===== src/rtl/add_arb_pkg.sv =====
// Shared constants, id-width helper and result record for the shared-adder arbiter.
package add_arb_pkg;

   localparam int W_DEF    = 8;
   localparam int NREQ_DEF = 4;

   // Smallest id width (at least one bit) able to encode n requesters.
   function automatic int id_width(input int n);
      int w;
      w = 1;
      while ((1 << w) < n) begin
         w = w + 1;
      end
      return w;
   endfunction

   localparam int IDW_DEF = id_width(NREQ_DEF);

   typedef struct packed {
      logic [W_DEF-1:0]   sum;
      logic               carry;
      logic [IDW_DEF-1:0] id;
   } result_t;

endpackage


===== src/rtl/rr_arbiter.sv =====
// Combinational round-robin picker: first requester at or after ptr_i, wrapping.
module rr_arbiter
   import add_arb_pkg::*;
#(
   parameter int NREQ = NREQ_DEF,
   parameter int IDW  = IDW_DEF
) (
   input  logic [NREQ-1:0] req_i,
   input  logic [IDW-1:0]  ptr_i,
   input  logic            en_i,
   output logic [NREQ-1:0] gnt_o,
   output logic [IDW-1:0]  gnt_idx_o
);

   logic [NREQ-1:0] hi_s;
   logic [NREQ-1:0] sel_s;

   // Prefer requests at or above the pointer; otherwise fall back to the wrapped range.
   always_comb begin
      hi_s      = {NREQ{1'b0}};
      gnt_o     = {NREQ{1'b0}};
      gnt_idx_o = {IDW{1'b0}};
      for (int i = 0; i < NREQ; i++) begin
         hi_s[i] = req_i[i] & (i >= int'(ptr_i));
      end
      sel_s = (|hi_s) ? hi_s : req_i;
      for (int i = NREQ - 1; i >= 0; i--) begin
         gnt_idx_o = sel_s[i] ? IDW'(i) : gnt_idx_o;
      end
      for (int i = 0; i < NREQ; i++) begin
         gnt_o[i] = en_i & (|req_i) & (gnt_idx_o == IDW'(i));
      end
   end

endmodule


===== src/rtl/add_arbiter.sv =====
// One shared W-bit adder serving NREQ requesters in round-robin order,
// with a single registered valid/ready result channel.
module add_arbiter
   import add_arb_pkg::*;
#(
   parameter int W    = W_DEF,
   parameter int NREQ = NREQ_DEF,
   parameter int IDW  = IDW_DEF
) (
   input  logic              clk,
   input  logic              rst,
   input  logic [NREQ-1:0]   req_valid,
   output logic [NREQ-1:0]   req_ready,
   input  logic [NREQ*W-1:0] req_a,
   input  logic [NREQ*W-1:0] req_b,
   output logic              res_valid,
   input  logic              res_ready,
   output logic [W-1:0]      res_sum,
   output logic              res_carry,
   output logic [IDW-1:0]    res_id
);

   logic            load_s;
   logic [NREQ-1:0] gnt_s;
   logic [IDW-1:0]  gnt_idx_s;
   logic            hs_s;
   logic [W-1:0]    op_a_s;
   logic [W-1:0]    op_b_s;
   logic [W:0]      sum_s;

   logic [IDW-1:0]  ptr_q, ptr_d;
   result_t         res_q, res_d;
   logic            res_valid_q, res_valid_d;

   assign load_s = ~res_valid_q | res_ready;

   rr_arbiter #(
      .NREQ (NREQ),
      .IDW  (IDW)
   ) u_rr (
      .req_i     (req_valid),
      .ptr_i     (ptr_q),
      .en_i      (load_s & ~rst),
      .gnt_o     (gnt_s),
      .gnt_idx_o (gnt_idx_s)
   );

   assign req_ready = gnt_s;
   assign hs_s      = |(req_valid & gnt_s);

   // Steer the granted operand pair into the shared adder.
   always_comb begin
      op_a_s = {W{1'b0}};
      op_b_s = {W{1'b0}};
      for (int i = 0; i < NREQ; i++) begin
         op_a_s = (gnt_idx_s == IDW'(i)) ? req_a[i*W +: W] : op_a_s;
         op_b_s = (gnt_idx_s == IDW'(i)) ? req_b[i*W +: W] : op_b_s;
      end
      sum_s = {1'b0, op_a_s} + {1'b0, op_b_s};
   end

   // Next state of the result register and round-robin pointer.
   always_comb begin
      res_d       = res_q;
      res_valid_d = res_valid_q;
      ptr_d       = ptr_q;
      if (hs_s) begin
         res_d.sum   = sum_s[W-1:0];
         res_d.carry = sum_s[W];
         res_d.id    = gnt_idx_s;
         res_valid_d = 1'b1;
         ptr_d       = (gnt_idx_s == IDW'(NREQ - 1)) ? {IDW{1'b0}} : gnt_idx_s + IDW'(1);
      end else if (res_valid_q && res_ready) begin
         res_valid_d = 1'b0;
      end else begin
         res_valid_d = res_valid_q;
      end
   end

   // State registers; reset discards any pending result.
   always_ff @(posedge clk or posedge rst) begin
      if (rst) begin
         res_q       <= '0;
         res_valid_q <= 1'b0;
         ptr_q       <= {IDW{1'b0}};
      end else begin
         res_q       <= res_d;
         res_valid_q <= res_valid_d;
         ptr_q       <= ptr_d;
      end
   end

   assign res_valid = res_valid_q;
   assign res_sum   = res_q.sum;
   assign res_carry = res_q.carry;
   assign res_id    = res_q.id;

endmodule


===== config.mk =====
export PLATFORM = sky130hd
export DESIGN_NAME = add_arbiter
export DESIGN_NICKNAME = d
export VERILOG_FILES = /design/src/rtl/add_arb_pkg.sv /design/src/rtl/rr_arbiter.sv /design/src/rtl/add_arbiter.sv
export SDC_FILE = /design/constraint.sdc
export NUM_CORES = 1
export LEC_CHECK = 0
export CAP_MARGIN = 20
export CORE_MARGIN = 2
export CORE_UTILIZATION = 39
export DETAILED_ROUTE_END_ITERATION = 8
export PLACE_DENSITY = 0.88
export SKIP_CTS_REPAIR_TIMING = 1
export SLEW_MARGIN = 20
export SYNTH_ARGS = -nofsm -noshare
export SYNTH_HDL_FRONTEND = slang
export SYNTH_SLANG_ARGS = --single-unit

===== constraint.sdc =====
create_clock -name clk -period 4.73 [get_ports clk]
set_clock_uncertainty 0.05 [all_clocks]
set_input_delay 0.946 -clock clk [delete_from_list [all_inputs] [get_ports clk]]
set_output_delay 0.946 -clock clk [all_outputs]
set_load 0.03 [all_outputs]

==> results of run 1 <==
[stage by stage]
step	utilization, %	hold WS (ps)	area [µm²]	cells	setup WS, ps
2_1_floorplan	-	465.8	1511	190	572.9
3_3_place_gp	66.52	410.8	2454	323	173.0
3_5_place_dp	66.52	429.5	2454	323	64.55
4_1_cts	67.64	449.5	2495	326	249.6
5_1_grt	67.64	478.3	2495	326	46.20
6_report	67.64	442.2	2495	326	246.3
[state kept, by name (all words and copies together) (netlist names)]
name       count
res_carry      1
res_id         2
res_sum        8
ptr_q          2
res_valid      1
[final cells by class]
| cell class | instances | area share [%] |
|---|---|---|
| sequential | 14 | 14.04 |
| inverter | 4 | 0.6018 |
| clock buffer | 3 | 1.655 |
| timing repair buffer | 97 | 37.71 |
| tap | 48 | 2.407 |
| multi-input combinational | 160 | 43.58 |
[final timing paths]
| check | start | to | slack (ps) |
|---|---|---|---|
| setup / recovery | req_valid[0] | req_ready[2] | 250 |
| hold / removal | res_sum[5] | res_sum[5] | 440 |
| setup reg to reg | ptr_q[1] | res_carry | 1100 |
| hold reg to reg | res_sum[5] | res_sum[5] | 440 |
| max in group asynchronous | rst | ptr_q[1] | 3490 |
| min in group asynchronous | rst | res_sum[4] | 960 |
[power breakdown]
part | leakage, nW | internal (mW) | switching (mW)
clock network | 0.0216 | 0.0562 | 0.0380
logic | 0.847 | 0.513 | 0.606
registers | 0.173 | 0.177 | 0.0382
total | 1.04 | 0.746 | 0.682
[worst max-delay path, stage by stage]
cell,delay [ps]
clkdlybuf4s50_1,580
a21oi_1,100
o21a_1,170
o22ai_1,290
inv_1,110
ha_1,290
buf_4,240
and2_1,150
clkdlybuf4s50_1,590
[layout by cell type (no fill, tap or decap), drive strengths merged, types with 2 or more instances in the layout]
cell type	netlist	routed
a211oi	2	2
a21o	2	2
a21oi	10	10
a221oi	15	15
a22o	2	2
and2	4	4
and3	2	2
buf	4	12
clkbuf	8	3
clkdlybuf4s50	0	85
dfrtp	14	14
ha	12	12
inv	4	4
nand2	35	35
nand2b	3	3
nor2	6	6
nor2b	16	16
nor3	3	3
o211ai	2	2
o21a	2	2
o21ai	7	7
o31ai	16	16
or2	2	2
or4	3	3
xor2	2	2
[cell families (layout without fill, tap and decap cells)]
family	count (synthesis)	in the layout	synth area share [%]
compound gates	65	65	31.87
xor+xnor	3	3	1.739
fa+ha+maj	13	13	11.26
buf+inv	16	104	4.883
flops	14	14	23.18
mux	2	2	1.655
simple gates	77	77	25.41
[metal layers]
metal,GRT usage [%],share of wire [%],wire length (µm)
met5,0,0,0
met4,3.316,0.82,39
met3,4.600,6.5,308
met2,39.38,51,2437
met1,26.12,41,1968
==> flow_metrics.py, run 1 <==
metrics = {
    "hold_path": {
        "hold_class": "reg2reg",
        "min_path_cells": 2,
    },
    "synthesis": {
        "avgSynthCellArea_um2": 7.955,
        "yosysSeqAreaShare_pct": 23.18,
        "synthArstFlopShare_pct": 100.0,
        "synth.most_common_cell": "nand2_1",
        "ys.flop_type": "dfrtp_1",
        "yosysWarnings": 0,
        "yosysUniqueCellTypes": 44,
        "synth_top_area_cell": "dfrtp_1",
        "synth.top_cell.area_share_pct": 23.18,
        "synth-edff-count": 0,
        "synth_commonest_cells": "nand2_1, nor2b_1, o31ai_1",
        "netlist_area_um2": 1511,
        "synthCells": 190,
        "synth_seq_cells": 14,
        "yosys-top-cells-area": "dfrtp_1, ha_1, a221oi_1",
        "synth.net_count": 274,
    },
    "global_routing": {
        "grt_max_degree": 27,
        "grt_use_total_pct": 21.55,
        "grt_overflow": 0,
        "antenna_found_initial": 0,
        "grt_pass1_vias": 1729,
        "grt_pass1_wl_um": 7431,
    },
    "power_and_ir_drop": {
        "power_leakage_nw": 1.042,
        "ir_drop_uv": 322.9,
        "power.density_nw_per_um2": 572.5,
        "p_total_mw": 1.428,
    },
    "timing": {
        "worst_pin_slew_ps": 482.4,
        "tns_ps": 0,
        "slew_headroom_pct": 67.57,
        "max_freq_mhz": 223.0,
        "period_needed_ps": 4484,
        "drv_slew": 0,
        "period_share_pct": 94.79,
        "setup_viol": 0,
        "timing.final.hold_violations": 0,
        "rsz0062_at_grt": "false",
    },
    "route": {
        "drt-initial-drc-count": 50,
        "wl_per_cell_um": 14.58,
        "drt_first_pass_iters": 4,
        "drt-total-wl_um": 4754,
        "route.detailed.drc": 0,
        "ant_nets": 0,
        "routed_via_density": 5.531,
        "vias": 1803,
    },
    "final_layout": {
        "drive_above_1_share_pct": 8.273,
        "area_growth_pct": 65.07,
        "regArea_um2": 350.3,
        "nFillCells": 318,
        "fin_nets": 364,
        "n_antenna_cell": 0,
        "multi_input_area_um2": 1087,
    },
    "floorplan": {
        "floorplan.initialDensity_pct": 40.98,
        "die_y_um": 66.26,
        "rows": 22,
        "die_w_um": 66.26,
        "fp.coreArea_um2": 3689,
        "ios": 87,
        "die_area_um2": 4390,
    },
    "cts": {
        "clk_path_buf_depth": 2,
        "clk_latency_ps": 240,
        "root_buffer": "clkbuf_8",
        "cts.htree.levels": 1,
        "numCtsBuffers": 3,
        "path_clk_slew_ps": 50,
        "cts_tree": "built",
        "clkSinkCount": 14,
    },
    "placed_design": {
        "io_buffers": 86,
        "gp_congestion": 0.8340,
        "place_hpwl_um": 3862,
    },
    "worst_setup_path": {
        "worstSetupPathType": "in2out",
        "setup.worst_path.end_class": "output port",
        "cp_max_fo": 26,
        "arrival_ps": 3490,
        "start_kind": "input pin",
        "r2r_cells": 15,
        "worstPathRequired_ps": 3730,
    },
    "job": {
        "drv_cap": 0,
    },
    "run_status": {
        "outcome": "completed",
    },
}
Note: power is estimated with default switching activity, not from simulation.
==> inputs of run 2 (changes only) <==
--- a/config.mk
+++ b/config.mk
@@ -9,7 +9,7 @@
 export CORE_MARGIN = 2
 export CORE_UTILIZATION = 39
 export DETAILED_ROUTE_END_ITERATION = 8
-export PLACE_DENSITY = 0.88
+export PLACE_DENSITY = 0.85
 export SKIP_CTS_REPAIR_TIMING = 1
 export SLEW_MARGIN = 20
 export SYNTH_ARGS = -nofsm -noshare
==> run 2 against run 1 <==
Net effect: first-iteration DRC count increased by 46%; worst setup slack improved by 100 ps; cell count increased by 0.61%; maximum frequency increased by 2.3%; sequential share of layout area decreased by 0.12 points; count of clock-buffer cells in the layout increased by 1; power increased by 2.8%; core utilization increased by 0.58 points; sequential cell count unchanged; die area unchanged; critical endpoint is now res_sum[5].
==> flow_metrics.py, run 2 (synthesized netlist as in run 1, its figures left out) <==
metrics = {
    "cts": {
        "clk_path_buf_depth": 2,
        "cts.htree.levels": 1,
        "path_clk_slew_ps": 60,
        "numCtsBuffers": 3,
        "clk_latency_ps": 240,
        "clkSinkCount": 14,
        "root_buffer": "clkbuf_8",
        "cts_tree": "built",
    },
    "hold_path": {
        "min_from": "res_sum[0]",
        "min_to": "res_sum[0]",
        "hold_class": "reg2reg",
        "min_path_cells": 2,
    },
    "global_routing": {
        "grt_overflow": 0,
        "antenna_found_initial": 0,
        "grt_max_degree": 20,
        "grt_util_met1_pct": 26.28,
        "top_usage_layer": "met2",
        "grtUsageMet3_pct": 3.578,
        "grt_use_total_pct": 21.60,
        "grt_pass1_vias": 1737,
        "grt_util_met2_pct": 40.38,
        "grt_pass1_wl_um": 7555,
    },
    "floorplan": {
        "die_w_um": 66.26,
        "die_y_um": 66.26,
        "die_area_um2": 4390,
        "floorplan.initialDensity_pct": 40.98,
        "fp.coreArea_um2": 3689,
        "rows": 22,
        "ios": 87,
    },
    "route": {
        "drt_first_pass_iters": 4,
        "route.detailed.drc": 0,
        "vias": 1787,
        "ant_nets": 0,
        "wl_per_cell_um": 14.14,
        "routed_via_density": 5.448,
        "drt-initial-drc-count": 73,
        "drt-total-wl_um": 4639,
    },
    "power_and_ir_drop": {
        "ir_drop_uv": 337.2,
        "power_leakage_nw": 1.054,
        "power.density_nw_per_um2": 583.5,
    },
    "worst_setup_path": {
        "regToRegStartpoint": "ptr_q[1]",
        "arrival_ps": 4450,
        "start_kind": "input pin",
        "r2r_cells": 15,
        "crit_slowest_cell": "clkdlybuf4s50_1",
        "cp_max_fo": 7,
        "crit_chain": "clkdlybuf4s50_1 -> a21oi_1 -> o21a_1 -> o22ai_1 -> ha_1 -> nor2b_1 -> a221oi_1 -> o31ai_1 -> ha_1 -> a211o_1 -> a211oi_1 -> or4_1 -> nand3_1",
        "cpPeakStageDelay_ps": 550,
        "setup.worst_path.end_class": "flip-flop",
        "worstPathRequired_ps": 4800,
        "worstSetupPathType": "in2reg",
        "rrSetupSlack_ps": 1080,
        "r2r-end": "res_carry",
        "path_common_cell": "ha_1",
    },
    "final_layout": {
        "largest_reg_flops": 8,
        "final_common_cell": "clkdlybuf4s50_1",
        "fin_util_pct": 68.22,
        "n_antenna_cell": 0,
        "mostFrequentLayoutCells": "clkdlybuf4s50_1, nand2_1, o31ai_1, nor2b_1, a221oi_1",
        "final_area_um2": 2516,
        "fin_nets": 365,
        "area_growth_pct": 66.47,
        "drive_above_1_share_pct": 8.929,
    },
    "timing": {
        "max_freq_mhz": 228.3,
        "slew_headroom_pct": 63.42,
        "setup_viol": 0,
        "period_needed_ps": 4381,
        "period_share_pct": 92.62,
        "fin_hold_ws_ps": 425.9,
        "rsz0062_at_grt": "false",
        "worst_pin_slew_ps": 548.7,
        "drv_slew": 0,
        "tns_ps": 0,
        "timing.final.hold_violations": 0,
        "fin_ws_ps": 348.9,
    },
    "placed_design": {
        "dp_slack_ps": 107.4,
        "place_hpwl_um": 3809,
        "io_buffers": 86,
        "placed_area_um2": 2461,
        "gp_congestion": 0.8188,
    },
    "run_status": {
        "outcome": "completed",
    },
    "job": {
        "drv_cap": 0,
    },
}
run 2: worst max-delay path, delay by kind of cell:
family | cells | cell delay [ps]
buffers and inverters | 1 | 550
AND/OR/NAND/NOR | 3 | 680
adder cells (fa/ha/maj) | 2 | 560
AO/OA/AOI/OAI | 7 | 1720
run 2: how the worst max path moves through the flow:
stage,from,endpoint,cells after the start
after floorplan,req_valid[2],res_carry,15
after global placement,req_valid[2],res_carry,16
after detailed placement,req_valid[0],res_sum[7],14
after CTS,req_valid[2],res_carry,16
after global routing,req_valid[2],res_carry,16
final,req_valid[0],res_sum[5],13
run 2: layout make-up:
cell class,instances,area [µm²]
clock buffers,4,55.05
fillers,326,1172
inverters,4,15.01
multi-input cells,160,1087
flip-flops and latches,14,350.3
well taps,48,60.06
repair buffers,98,948.4
run 2: power by group:
part           switching, mW  total (mW)  internal (mW)
Combinational          0.615        1.14          0.520
Clock                 0.0443       0.118         0.0737
Sequential            0.0377       0.215          0.177
run 2: through the flow:
stage          cells  total power, mW
3_3_place_gp     324            1.316
6_report         328            1.468
2_1_floorplan    190           0.9742
4_1_cts          328            1.466
3_5_place_dp     324            1.342
5_1_grt          328            1.601
run 2: metal layers:
metal	vias to the layer above	wire, µm
li1	891	-
met1	837	1893
met2	55	2468
met3	4	254
met4	0	23
met5	-	0
